## src/rtl/cache_req_arbiter.sv

```systemverilog
// cache_req_arbiter: shares one cache_memory request/response port between
// NUM_REQ requesters. Requests are granted round-robin; the winner's index is
// queued in an in-order ID FIFO so each response is routed back to its issuer.

// Per-requester handshake decode: request accept and response valid.
module cache_req_arbiter_lane #(
    parameter int IDW = 1,
    parameter int ID  = 0
) (
    input  logic [IDW-1:0] grant_i,
    input  logic [IDW-1:0] head_i,
    input  logic           issue_en_i,
    input  logic           resp_en_i,
    output logic           req_ready_o,
    output logic           resp_valid_o
);
    assign req_ready_o  = issue_en_i & (grant_i == IDW'(ID));
    assign resp_valid_o = resp_en_i  & (head_i  == IDW'(ID));
endmodule

module cache_req_arbiter #(
    parameter  int NUM_REQ   = 2,
    parameter  int REQ_W     = 128,
    parameter  int RESP_W    = 128,
    parameter  int MAX_OUTST = 4,
    localparam int IDW       = (NUM_REQ > 1) ? $clog2(NUM_REQ) : 1,
    localparam int PW        = $clog2(MAX_OUTST),
    localparam int CW        = $clog2(MAX_OUTST + 1)
) (
    input  logic                     clk_i,
    input  logic                     rst_ni,
    input  logic [NUM_REQ-1:0]       req_valid_i,
    output logic [NUM_REQ-1:0]       req_ready_o,
    input  logic [NUM_REQ*REQ_W-1:0] req_data_i,
    output logic [NUM_REQ-1:0]       resp_valid_o,
    input  logic [NUM_REQ-1:0]       resp_ready_i,
    output logic [RESP_W-1:0]        resp_data_o,
    output logic                     cache_req_valid_o,
    input  logic                     cache_req_ready_i,
    output logic [REQ_W-1:0]         cache_req_o,
    input  logic                     cache_resp_valid_i,
    output logic                     cache_resp_ready_o,
    input  logic [RESP_W-1:0]        cache_resp_i,
    output logic [CW-1:0]            outstanding_o,
    output logic                     busy_o,
    output logic                     err_orphan_resp_o
);

    logic [NUM_REQ-1:0][REQ_W-1:0]   req_data_v;
    logic [IDW-1:0]                  rr_ptr_q, rr_ptr_d;
    logic                            lock_q, lock_d;
    logic [IDW-1:0]                  lock_id_q, lock_id_d;
    logic [MAX_OUTST-1:0][IDW-1:0]   fifo_q;
    logic [PW:0]                     wr_ptr_q, rd_ptr_q;
    logic [CW-1:0]                   cnt_q, cnt_d;
    logic                            err_q;

    logic [IDW-1:0]                  rr_gnt, grant, head;
    logic                            rr_hit, gnt_vld;
    logic                            fifo_full, fifo_empty;
    logic                            push, pop, issue_en, resp_en;
    int                              idx;

    assign req_data_v = req_data_i;

    assign fifo_empty = (wr_ptr_q == rd_ptr_q);
    assign fifo_full  = (wr_ptr_q[PW] != rd_ptr_q[PW]) &&
                        (wr_ptr_q[PW-1:0] == rd_ptr_q[PW-1:0]);
    assign head       = fifo_q[rd_ptr_q[PW-1:0]];

    // Round-robin search over req_valid starting at rr_ptr.
    always_comb begin
        rr_gnt = '0;
        rr_hit = 1'b0;
        idx    = 0;
        for (int k = 0; k < NUM_REQ; k++) begin
            idx = int'(rr_ptr_q) + k;
            if (idx >= NUM_REQ) idx = idx - NUM_REQ;
            if (!rr_hit && req_valid_i[IDW'(idx)]) begin
                rr_gnt = IDW'(idx);
                rr_hit = 1'b1;
            end
        end
    end

    // A stalled grant is pinned so the cache sees a stable request.
    assign grant   = lock_q ? lock_id_q : rr_gnt;
    assign gnt_vld = lock_q ? req_valid_i[lock_id_q] : rr_hit;

    // Full is judged on registered state: a same-cycle pop does not free a slot.
    assign cache_req_valid_o = gnt_vld & ~fifo_full;
    assign cache_req_o       = req_data_v[grant];
    assign issue_en          = gnt_vld & cache_req_ready_i & ~fifo_full;
    assign push              = cache_req_valid_o & cache_req_ready_i;

    // Empty FIFO: any response is an orphan and is drained unconditionally.
    assign cache_resp_ready_o = fifo_empty ? cache_resp_valid_i : resp_ready_i[head];
    assign resp_en            = cache_resp_valid_i & ~fifo_empty;
    assign pop                = resp_en & cache_resp_ready_o;
    assign resp_data_o        = cache_resp_i;

    assign outstanding_o     = cnt_q;
    assign busy_o            = (cnt_q != '0) | cache_req_valid_o;
    assign err_orphan_resp_o = err_q;

    for (genvar i = 0; i < NUM_REQ; i++) begin : g_lane
        cache_req_arbiter_lane #(.IDW(IDW), .ID(i)) u_lane (
            .grant_i      (grant),
            .head_i       (head),
            .issue_en_i   (issue_en),
            .resp_en_i    (resp_en),
            .req_ready_o  (req_ready_o[i]),
            .resp_valid_o (resp_valid_o[i])
        );
    end

    // Next-state for round-robin pointer, lock and in-flight count.
    always_comb begin
        rr_ptr_d  = rr_ptr_q;
        lock_d    = lock_q;
        lock_id_d = lock_id_q;
        cnt_d     = cnt_q;
        if (push) begin
            rr_ptr_d = (grant == IDW'(NUM_REQ - 1)) ? '0 : grant + IDW'(1);
            lock_d   = 1'b0;
        end else if (cache_req_valid_o && !cache_req_ready_i) begin
            lock_d    = 1'b1;
            lock_id_d = grant;
        end
        case ({push, pop})
            2'b10:   cnt_d = cnt_q + CW'(1);
            2'b01:   cnt_d = cnt_q - CW'(1);
            default: cnt_d = cnt_q;
        endcase
    end

    // State registers, ID FIFO storage and sticky orphan flag.
    always_ff @(posedge clk_i or negedge rst_ni) begin
        if (!rst_ni) begin
            rr_ptr_q  <= '0;
            lock_q    <= 1'b0;
            lock_id_q <= '0;
            fifo_q    <= '0;
            wr_ptr_q  <= '0;
            rd_ptr_q  <= '0;
            cnt_q     <= '0;
            err_q     <= 1'b0;
        end else begin
            rr_ptr_q  <= rr_ptr_d;
            lock_q    <= lock_d;
            lock_id_q <= lock_id_d;
            cnt_q     <= cnt_d;
            if (push) begin
                fifo_q[wr_ptr_q[PW-1:0]] <= grant;
                wr_ptr_q                 <= wr_ptr_q + 1'b1;
            end
            if (pop) rd_ptr_q <= rd_ptr_q + 1'b1;
            if (cache_resp_valid_i && fifo_empty) err_q <= 1'b1;
        end
    end

    // A stalled requester must keep valid high and its payload unchanged.
    a_hold_stable: assert property (@(posedge clk_i) disable iff (!rst_ni)
        (cache_req_valid_o && !cache_req_ready_i) |=>
        (req_valid_i[lock_id_q] && $stable(cache_req_o)));

endmodule

```

## config.mk

```make
export PLATFORM = sky130hd
export DESIGN_NAME = cache_req_arbiter
export DESIGN_NICKNAME = d
export VERILOG_FILES = /design/src/rtl/cache_req_arbiter.sv
export SDC_FILE = /design/constraint.sdc
export NUM_CORES = 1
export LEC_CHECK = 0
export ABC_AREA = 1
export BUFFER_PORTS_ARGS = -buffer_cell sky130_fd_sc_hd__buf_2
export CORE_AREA = 2 2 258 260
export DETAILED_ROUTE_END_ITERATION = 7
export DIE_AREA = 0 0 260 262
export PLACE_DENSITY_LB_ADDON = 0.12
export SLEW_MARGIN = 20
export SYNTH_ARGS = -nofsm -noshare
export SYNTH_HDL_FRONTEND = slang
export SYNTH_HIERARCHICAL = 1
export SYNTH_SLANG_ARGS = --single-unit
export TNS_END_PERCENT = 5
```

## constraint.sdc

```tcl
create_clock -name clk_i -period 6.1 [get_ports clk_i]
set_clock_uncertainty 0.2 [all_clocks]
set_input_delay 1.22 -clock clk_i [delete_from_list [all_inputs] [get_ports clk_i]]
set_output_delay 1.22 -clock clk_i [all_outputs]
set_load 0.1 [all_outputs]
```

[After elaboration in Yosys (flattened, before gate mapping)]
Index checks and enable logic that the tools add are counted.
Word-level totals
  word-level logic and storage cells: 89
  register bits after elaboration: 17
Cells by class
  reduce and logical (&&, ||, !) cells: 11
  bitwise logic cells: 16
  muxes and demuxes: 28
  equal/unequal tests: 5
  add/subtract/negate cells: 8
  $lt $le $gt $ge: 10
Operators with widths (count)
  $mux 128: 2
  $mux 1: 22
  $and 1x1->1: 10
  $add 3x1->3 const B: 3
  $lt 1x2->1 const B: 3
  $lt 1x3->1 const B: 2
  $lt 2x3->1 const B: 2
  $pmux 3 s2: 1
  $logic_and 1x1->1: 5
  $not 1->1: 5
  $bwmux 4: 1
  $reduce_bool 2->1: 2
  $eq 3x3->1: 1
  $reduce_bool 3->1: 1
  $sub 3x1->3 const B: 1
  $add 1x1->2 const B: 1
  $bmux 1 s2: 1
  $demux 1 s2: 1
  $eq 2x1->1 const B: 1
  $eq 2x2->1: 1
  $eq 2x2->1 const B: 1
  $ge 1x2->1 const B: 1
  $ge 2x1->1 const B: 1
  $ge 2x2->1 const B: 1
  6 further kinds: 8

[Longest topological paths before layout]
Gate-level depths: netlist of run 1.
  depth in word-level cells: 14
  gate-level depth with buffers: 13
  depth with buffers taken out: 13

[By module]
The synthesis of run 1 kept the hierarchy.
Modules (own cells, without submodules)
  cache_req_arbiter: cells an instance 396, sequential area each 425.4 µm², instances 1, area each 3677.3 µm²
  cache_req_arbiter_lane (g_lane[0].u_lane): cells an instance 4, sequential area each 0.0 µm², instances 1, area each 20.0 µm²
  cache_req_arbiter_lane (g_lane[1].u_lane): cells an instance 4, sequential area each 0.0 µm², instances 1, area each 15.0 µm²

[Least setup slack after synthesis of run 1]
Ideal clock, no wire load.
  path type: input -> output
  start: in req_valid_i[1]
  end: out req_ready_o[0]
  arrival: 2.636 ns
  setup slack: 2.044 ns
  stages on the path: 7
  data required time: 4.680 ns
  cell sequence: inv_1 o21ai_1 and2_1 nand2_4 inv_4 inv_1 nor2_2
Between the ends
  longest elaborated chain between the ends: 6
Ends and longest elaborated chain
  start, declared: RTL line 32  | input logic [NUM_REQ-1:0] req_valid_i,
  $mux 1 (not written as such) (2 in a row): RTL line 88  | assign gnt_vld = lock_q ? req_valid_i[lock_id_q] : rr_hit;
  $mux 1: RTL line 88
  $and 1x1->1 (2 in a row): RTL line 93  | assign issue_en = gnt_vld & cache_req_ready_i & ~fifo_full;
  via issue_en: RTL line 61  | logic push, pop, issue_en, resp_en;
  $and 1x1->1: RTL line 17  | assign req_ready_o = issue_en_i & (grant_i == IDW'(ID));
  end, declared: RTL line 33  | output logic [NUM_REQ-1:0] req_ready_o,
The timed path passes the listed nets, and every way through them passes these cells. The select of a mux whose other input is x is not followed.

[Worst setup path in the final report of run 1]
  start: in req_valid_i[0]
  end: out cache_req_o[118]
Between the ends
  longest elaborated chain between the ends: 9
  elaborated cells on any way between the ends: 12
  classes of those cells: mux: 10; reduce/logical: 2
Ends and longest elaborated chain
  $mux 1 (not written as such) (2 in a row): RTL line 79  | if (!rr_hit && req_valid_i[IDW'(idx)]) begin
  $mux 1: RTL line 79
  $logic_not 1->1: RTL line 79
  $logic_and 1x1->1: RTL line 79
  $mux 1 (*): RTL line 79
  $mux 1 (*): RTL line 87  | assign grant = lock_q ? lock_id_q : rr_gnt;
  $mux 128 (not written as such) (*) (2 in a row): RTL line 92  | assign cache_req_o = req_data_v[grant];
  end, declared: RTL line 40  | output logic [REQ_W-1:0] cache_req_o,
Mark *: on every way between the ends. The rest lies on a longest branch, timed or not. The select of a mux whose other input is x is not followed.

==> impl_metrics.toml, run 1 <==
[run_status]
outcome = "finished clean"

[clocking]
cts_buffer_depth = 2
cts_made_buffers = 3
cts_hold_buffers = 0
cts_resized = 0
clock-root-buffer = "clkbuf_16"
clk_pin_slew_worst_paths_ns = 0.05
htree_levels = 1
clk_latency_ns = 0.25
postCtsSetupRepairBufs = 0
cts_tree = "done"
cts_num_sinks = 17

[yosys]
synth.top_cells.by_count = "128 x buf_4, 85 x mux2_2, 44 x nand2_1"
syn-cell-area_um2 = 3710
synth_area_leader_cell = "buf_4"
synthTopCellsByArea = "buf_4 26%, mux2_2 26%, mux2_4 17%"
yosysTopAreaCellShare_pct = 25.9
synth-seq-cells = 17
syn_nets = 803
syn_inst = 404
syn_area_per_cell_um2 = 9.19
synthArstFlopShare_pct = 100
synth_edf_count = 0
synth.distinct_cells = 26
synthFlopType = "dfrtp_1"
post-synth-top-count-cell = "buf_4"
yosysSeqAreaShare_pct = 11.5
yosys_warnings = 6

[drt]
drtPass1Iterations = 4
drt-initial-drc-count = 72
drtAntennaViolNets = 0
route.detailed.drc = 0
vias = 3730
post_drt_wl_per_cell_um = 11.6
avgViaCountPerCell = 2.43
wl_mm = 17.9

[timing]
setup_viol = 0
slew_viol_final = 0
fmax_mhz = 214
hold_viol = 0
fin_crit_sh_pct = 76.7
finalSetupTns_ns = 0
fin_crit_ns = 4.68
max_slew_margin_pct = 30.8
worstMarginPinSlew_ns = 1.04
rsz0062_at_grt = "no"

[global_routing]
grt_pass1_wl_mm = 23.2
antenna_found_initial = 4
grt_pass1_vias = 3785
gr-total-overflow = 0
grt_max_degree = 99
grt.total_usage_pct = 4.55

[die]
start_util_pct = 5.69
dieArea_um2 = 68100
dieHeight_um = 262
rows = 94
core-area_um2 = 65300
die_w_um = 260
io_pins = 659

[layout]
area_growth_pct = 58.2
final_nets = 1072
seq_area_um2 = 425
final_area_um2 = 5870
drive_above_1_share_pct = 81.1
multi_input_area_um2 = 2140
fillerInstances = 7678

[setup_path]
arrival_ns = 3.26
cp-start-kind = "input port"
worst-path-max-fanout = 98
critPathKind = "input port to primary output"
cp_cell_sequence = "buf_2, nand3_1, nand2_8, buf_12, mux2_2, buf_2"
cpPeakStageDelay_ns = 0.45
cp_data_required_time_ns = 4.68
cp-end-kind = "primary output"
cpMaxStageDelayCell = "buf_12"
rr_worst_depth = 11
critical_path.most_common_cell = "buf_2"

[placed_design]
placed_area_um2 = 5790
gp_congestion = 0.683
dp_hpwl_mm = 16.0
numPortBuffers = 402

[pwr]
leakagePower_nw = 2.89
ir_drop_mv = 0.288
pwr_density_cell_nw_per_um2 = 699

[run]
maxCapViolCount = 0

[min_path]
min_path_type = "register to register"
hold_depth = 2
==> path summary, 6_finish.rpt <==
kind                                           to               from  slack [ns]
min in group asynchronous       err_orphan_resp_o             rst_ni        0.71
max in group asynchronous               fifo_q[1]             rst_ni        4.68
worst min-delay path            err_orphan_resp_o  err_orphan_resp_o        0.27
worst max register to register   outstanding_o[2]        wr_ptr_q[1]        3.54
worst min register to register  err_orphan_resp_o  err_orphan_resp_o        0.27
worst max-delay path             cache_req_o[118]     req_valid_i[0]        1.42
==> through the flow <==
| stage | hold slack, ns | setup slack [ns] | cells | util (%) | total power [mW] |
|---|---|---|---|---|---|
| 5_1_grt | 0.314 | 1.35 | 1536 | 9.00 | 4.28 |
| 3_5_place_dp | 0.258 | 1.49 | 1532 | 8.87 | 4.02 |
| 3_3_place_gp | 0.245 | 1.51 | 1532 | 8.87 | 4.04 |
| 2_1_floorplan | 0.249 | 2.04 | 404 | - | 3.89 |
| 6_report | 0.267 | 1.42 | 1537 | 9.00 | 4.10 |
| 4_1_cts | 0.270 | 1.49 | 1536 | 9.00 | 4.16 |
==> flip-flops by register name (all words and copies together), names as in the netlist <==
signal and flops:
rd_ptr_q 3, wr_ptr_q 3, outstanding_o 3, fifo_q 4
rr_ptr_q 1, lock_id_q 1, lock_q 1, err_orphan_resp_o 1
==> metal layers <==
| layer | GRT usage (%) | vias to the layer above | wire length, um |
|---|---|---|---|
| met2 | 8.70 | 334 | 9350 |
| met5 | 0 | - | 12 |
| met3 | 1.25 | 48 | 1930 |
| li1 | - | 1761 | - |
| met4 | 1.55 | 2 | 516 |
| met1 | 4.74 | 1585 | 6090 |
==> where the power goes <==
group	internal (mW)	switching, mW	total, mW
Sequential	0.164	0.0525	0.217
Combinational	0.812	2.94	3.75
Clock	0.0889	0.0470	0.136
==> cell type report <==
cell class	count	share of cell area (%)
Antenna cell	1	0.0426
Clock buffer	4	1.34
Inverter	23	1.51
Multi-Input combinational cell	222	36.5
Sequential cell	17	7.24
Tap cell	864	18.4
Timing Repair Buffer	406	35.0
==> worst max-delay path: cells and delay by family <==
kind          cells  cell delay [ns]
mux               1             0.23
buf+inv           3             0.97
simple gates      2             0.56
==> logic make-up (layout without fill, tap and decap cells) <==
family / Yosys count / after routing / synth area share, %
flops: 17 / 17 / 11.5
xor+xnor: 5 / 5 / 1.38
compound gates: 8 / 8 / 1.08
fa+ha+maj: 7 / 7 / 2.56
buf+inv: 165 / 433 / 31.2
mux: 128 / 128 / 43.2
simple gates: 74 / 74 / 9.17
other cells: 0 / 1 / 0
==> cell usage in the layout (no fill, tap or decap), types with 3 or more instances in the layout <==
cell and count:
nand2_1 44, xor2_1 3, inv_1 22, buf_4 3, mux2_4 43, clkbuf_16 3, nand3_1 18, dfrtp_1 17
ha_1 6, mux2_2 85, nand4_1 3, nor2_2 3, o21ai_0 4, buf_2 402
(Power assumes the default switching activity.)
==> inputs of run 2 (changes only) <==
- ABC_AREA: 1 -> 0
- CORE_AREA: 2 2 258 260 -> 2 2 259 261
- DIE_AREA: 0 0 260 262 -> 0 0 261 263
- clock period: 6.1 -> 4.6 ns (I/O delays scaled with it)
==> impl_metrics.toml, run 2 <==
[run_status]
outcome = "finished clean"

[clocking]
postCtsSetupRepairBufs = 0
clock-root-buffer = "clkbuf_16"
cts_hold_buffers = 0
cts_made_buffers = 3
cts_tree = "done"
cts_num_sinks = 17
clk_latency_ns = 0.25
clk_pin_slew_worst_paths_ns = 0.05
htree_levels = 1
cts_resized = 0
cts_buffer_depth = 2

[setup_path]
cp-start-kind = "input port"
cp-end-kind = "primary output"
cp_data_required_time_ns = 3.48
worst-path-max-fanout = 62
critPathKind = "input port to primary output"
arrival_ns = 2.54

[timing]
rsz0062_at_grt = "no"
max_slew_margin_pct = 65.5
slew_viol_final = 0
worstMarginPinSlew_ns = 0.521
whs_ns = 0.271
setup_viol = 0
fin_crit_sh_pct = 79.6
hold_viol = 0
finalSetupTns_ns = 0
fmax_mhz = 273
fin_crit_ns = 3.66

[layout]
fillerInstances = 7712
diodes = 0
largest_register_ffs = 4
final_nets = 1020
largest-register = "fifo_q"
mostFrequentLayoutCell = "buf_2"
multi_input_area_um2 = 1960
area_growth_pct = 64.3
final_cell_mix = "402 x buf_2, 81 x mux2_2, 53 x mux2_1, 17 x dfrtp_1"
drive_above_1_share_pct = 81.1
seq_area_um2 = 425

[global_routing]
antenna_found_initial = 1
grt_pass1_vias = 3624
grt_max_degree = 63
grt_pass1_wl_mm = 23.4
gr-total-overflow = 0
grt.total_usage_pct = 4.55

[drt]
vias = 3474
drtPass1Iterations = 2
drtAntennaViolNets = 0
route.detailed.drc = 0
drt-initial-drc-count = 72
avgViaCountPerCell = 2.34
wl_mm = 17.6
post_drt_wl_per_cell_um = 11.8

[yosys]
synth-seq-cells = 17
synth_area_leader_cell = "buf_4"
yosysSeqAreaShare_pct = 12.4
yosysTopAreaCellShare_pct = 27.9
synthTopCellsByArea = "buf_4 28%, mux2_2 27%, mux2_1 17%"
syn_area_per_cell_um2 = 9.77
syn-cell-area_um2 = 3440
post-synth-top-count-cell = "buf_4"
synth_edf_count = 0
synthArstFlopShare_pct = 100
synthFlopType = "dfrtp_1"
yosys_warnings = 6
syn_inst = 352
synth.distinct_cells = 34
synth.top_cells.by_count = "128 x buf_4, 81 x mux2_2, 53 x mux2_1"
syn_nets = 751

[die]
dieArea_um2 = 68600
core-area_um2 = 65600
die_w_um = 261
dieHeight_um = 263
io_pins = 659
start_util_pct = 5.24
rows = 94

[placed_design]
dp_hpwl_mm = 15.5
gp_congestion = 0.692
numPortBuffers = 402

[pwr]
leakagePower_nw = 2.62
ir_drop_mv = 0.404
pwr_density_cell_nw_per_um2 = 876

[min_path]
min_path_type = "register to register"

[run]
maxCapViolCount = 0
[run 2: changes by cell type in the layout (fill, tap and decap cells not counted), sizes merged, moves of 3 or more]
cell,delta
o21ai,-4
nand4,-4
xnor2,+3
nand3,-15
nand2,-43
mux2,+8
inv,-14
[run 2: layer usage]
layer / share of wire, % / GRT usage (%)
met5: 0.074 / 0
met1: 33 / 4.36
met3: 13 / 1.81
met4: 5.2 / 2.50
met2: 49 / 8.23
[run 2: path summary, 6_finish.rpt]
check,startpoint,depth (start not counted),end,slack [ns]
min reg2reg,err_orphan_resp_o,1,err_orphan_resp_o,0.27
min,err_orphan_resp_o,1,err_orphan_resp_o,0.27
max reg2reg,rd_ptr_q[0],9,outstanding_o[2],1.61
max in group asynchronous,rst_ni,1,fifo_q[2],3.48
min in group asynchronous,rst_ni,1,outstanding_o[2],0.41
max,req_valid_i[0],6,cache_req_o[17],0.94
[run 2: layout make-up]
type                    count  share of cell area [%]
repair buffers            407                    36.7
multi-input cells         183                    34.6
well taps                 864                    19.1
flip-flops and latches     17                    7.53
clock buffers               3                    1.33
inverters                   9                   0.598
clock inverters             1                  0.0886
[run 2: report_power, final]
part	internal, mW	total, mW	switching (mW)
Sequential	0.223	0.296	0.0729
Clock	0.116	0.176	0.0592
Combinational	0.911	4.48	3.57
[run 2: logic make-up after synthesis]
group,share of synthesized area [%]
xor gates and xnor gates,2.55
adders and majority gates,2.76
muxes,45.7
DFF,12.4
and+or+nand+nor,4.37
buffers and inverters,31.0
AOI/OAI and AO/OA,1.31
[run 2: through the flow]
stage	util [%]	std cells	power [mW]	setup WS, ns	area, um2
floorplan	-	352	4.63	0.679	3440
global placement	8.49	1480	4.86	0.938	5570
detailed placement	8.49	1480	4.83	0.936	5570
CTS	8.61	1484	5.02	0.926	5650
global route	8.61	1484	5.16	0.826	5650
finish	8.61	1484	4.95	0.940	5650
[run 2: critical path: stages]
cell	delay (ns)
buf_2	0.10
nand3b_1	0.12
nand2_4	0.24
buf_12	0.30
mux2_2	0.43
buf_2	0.30
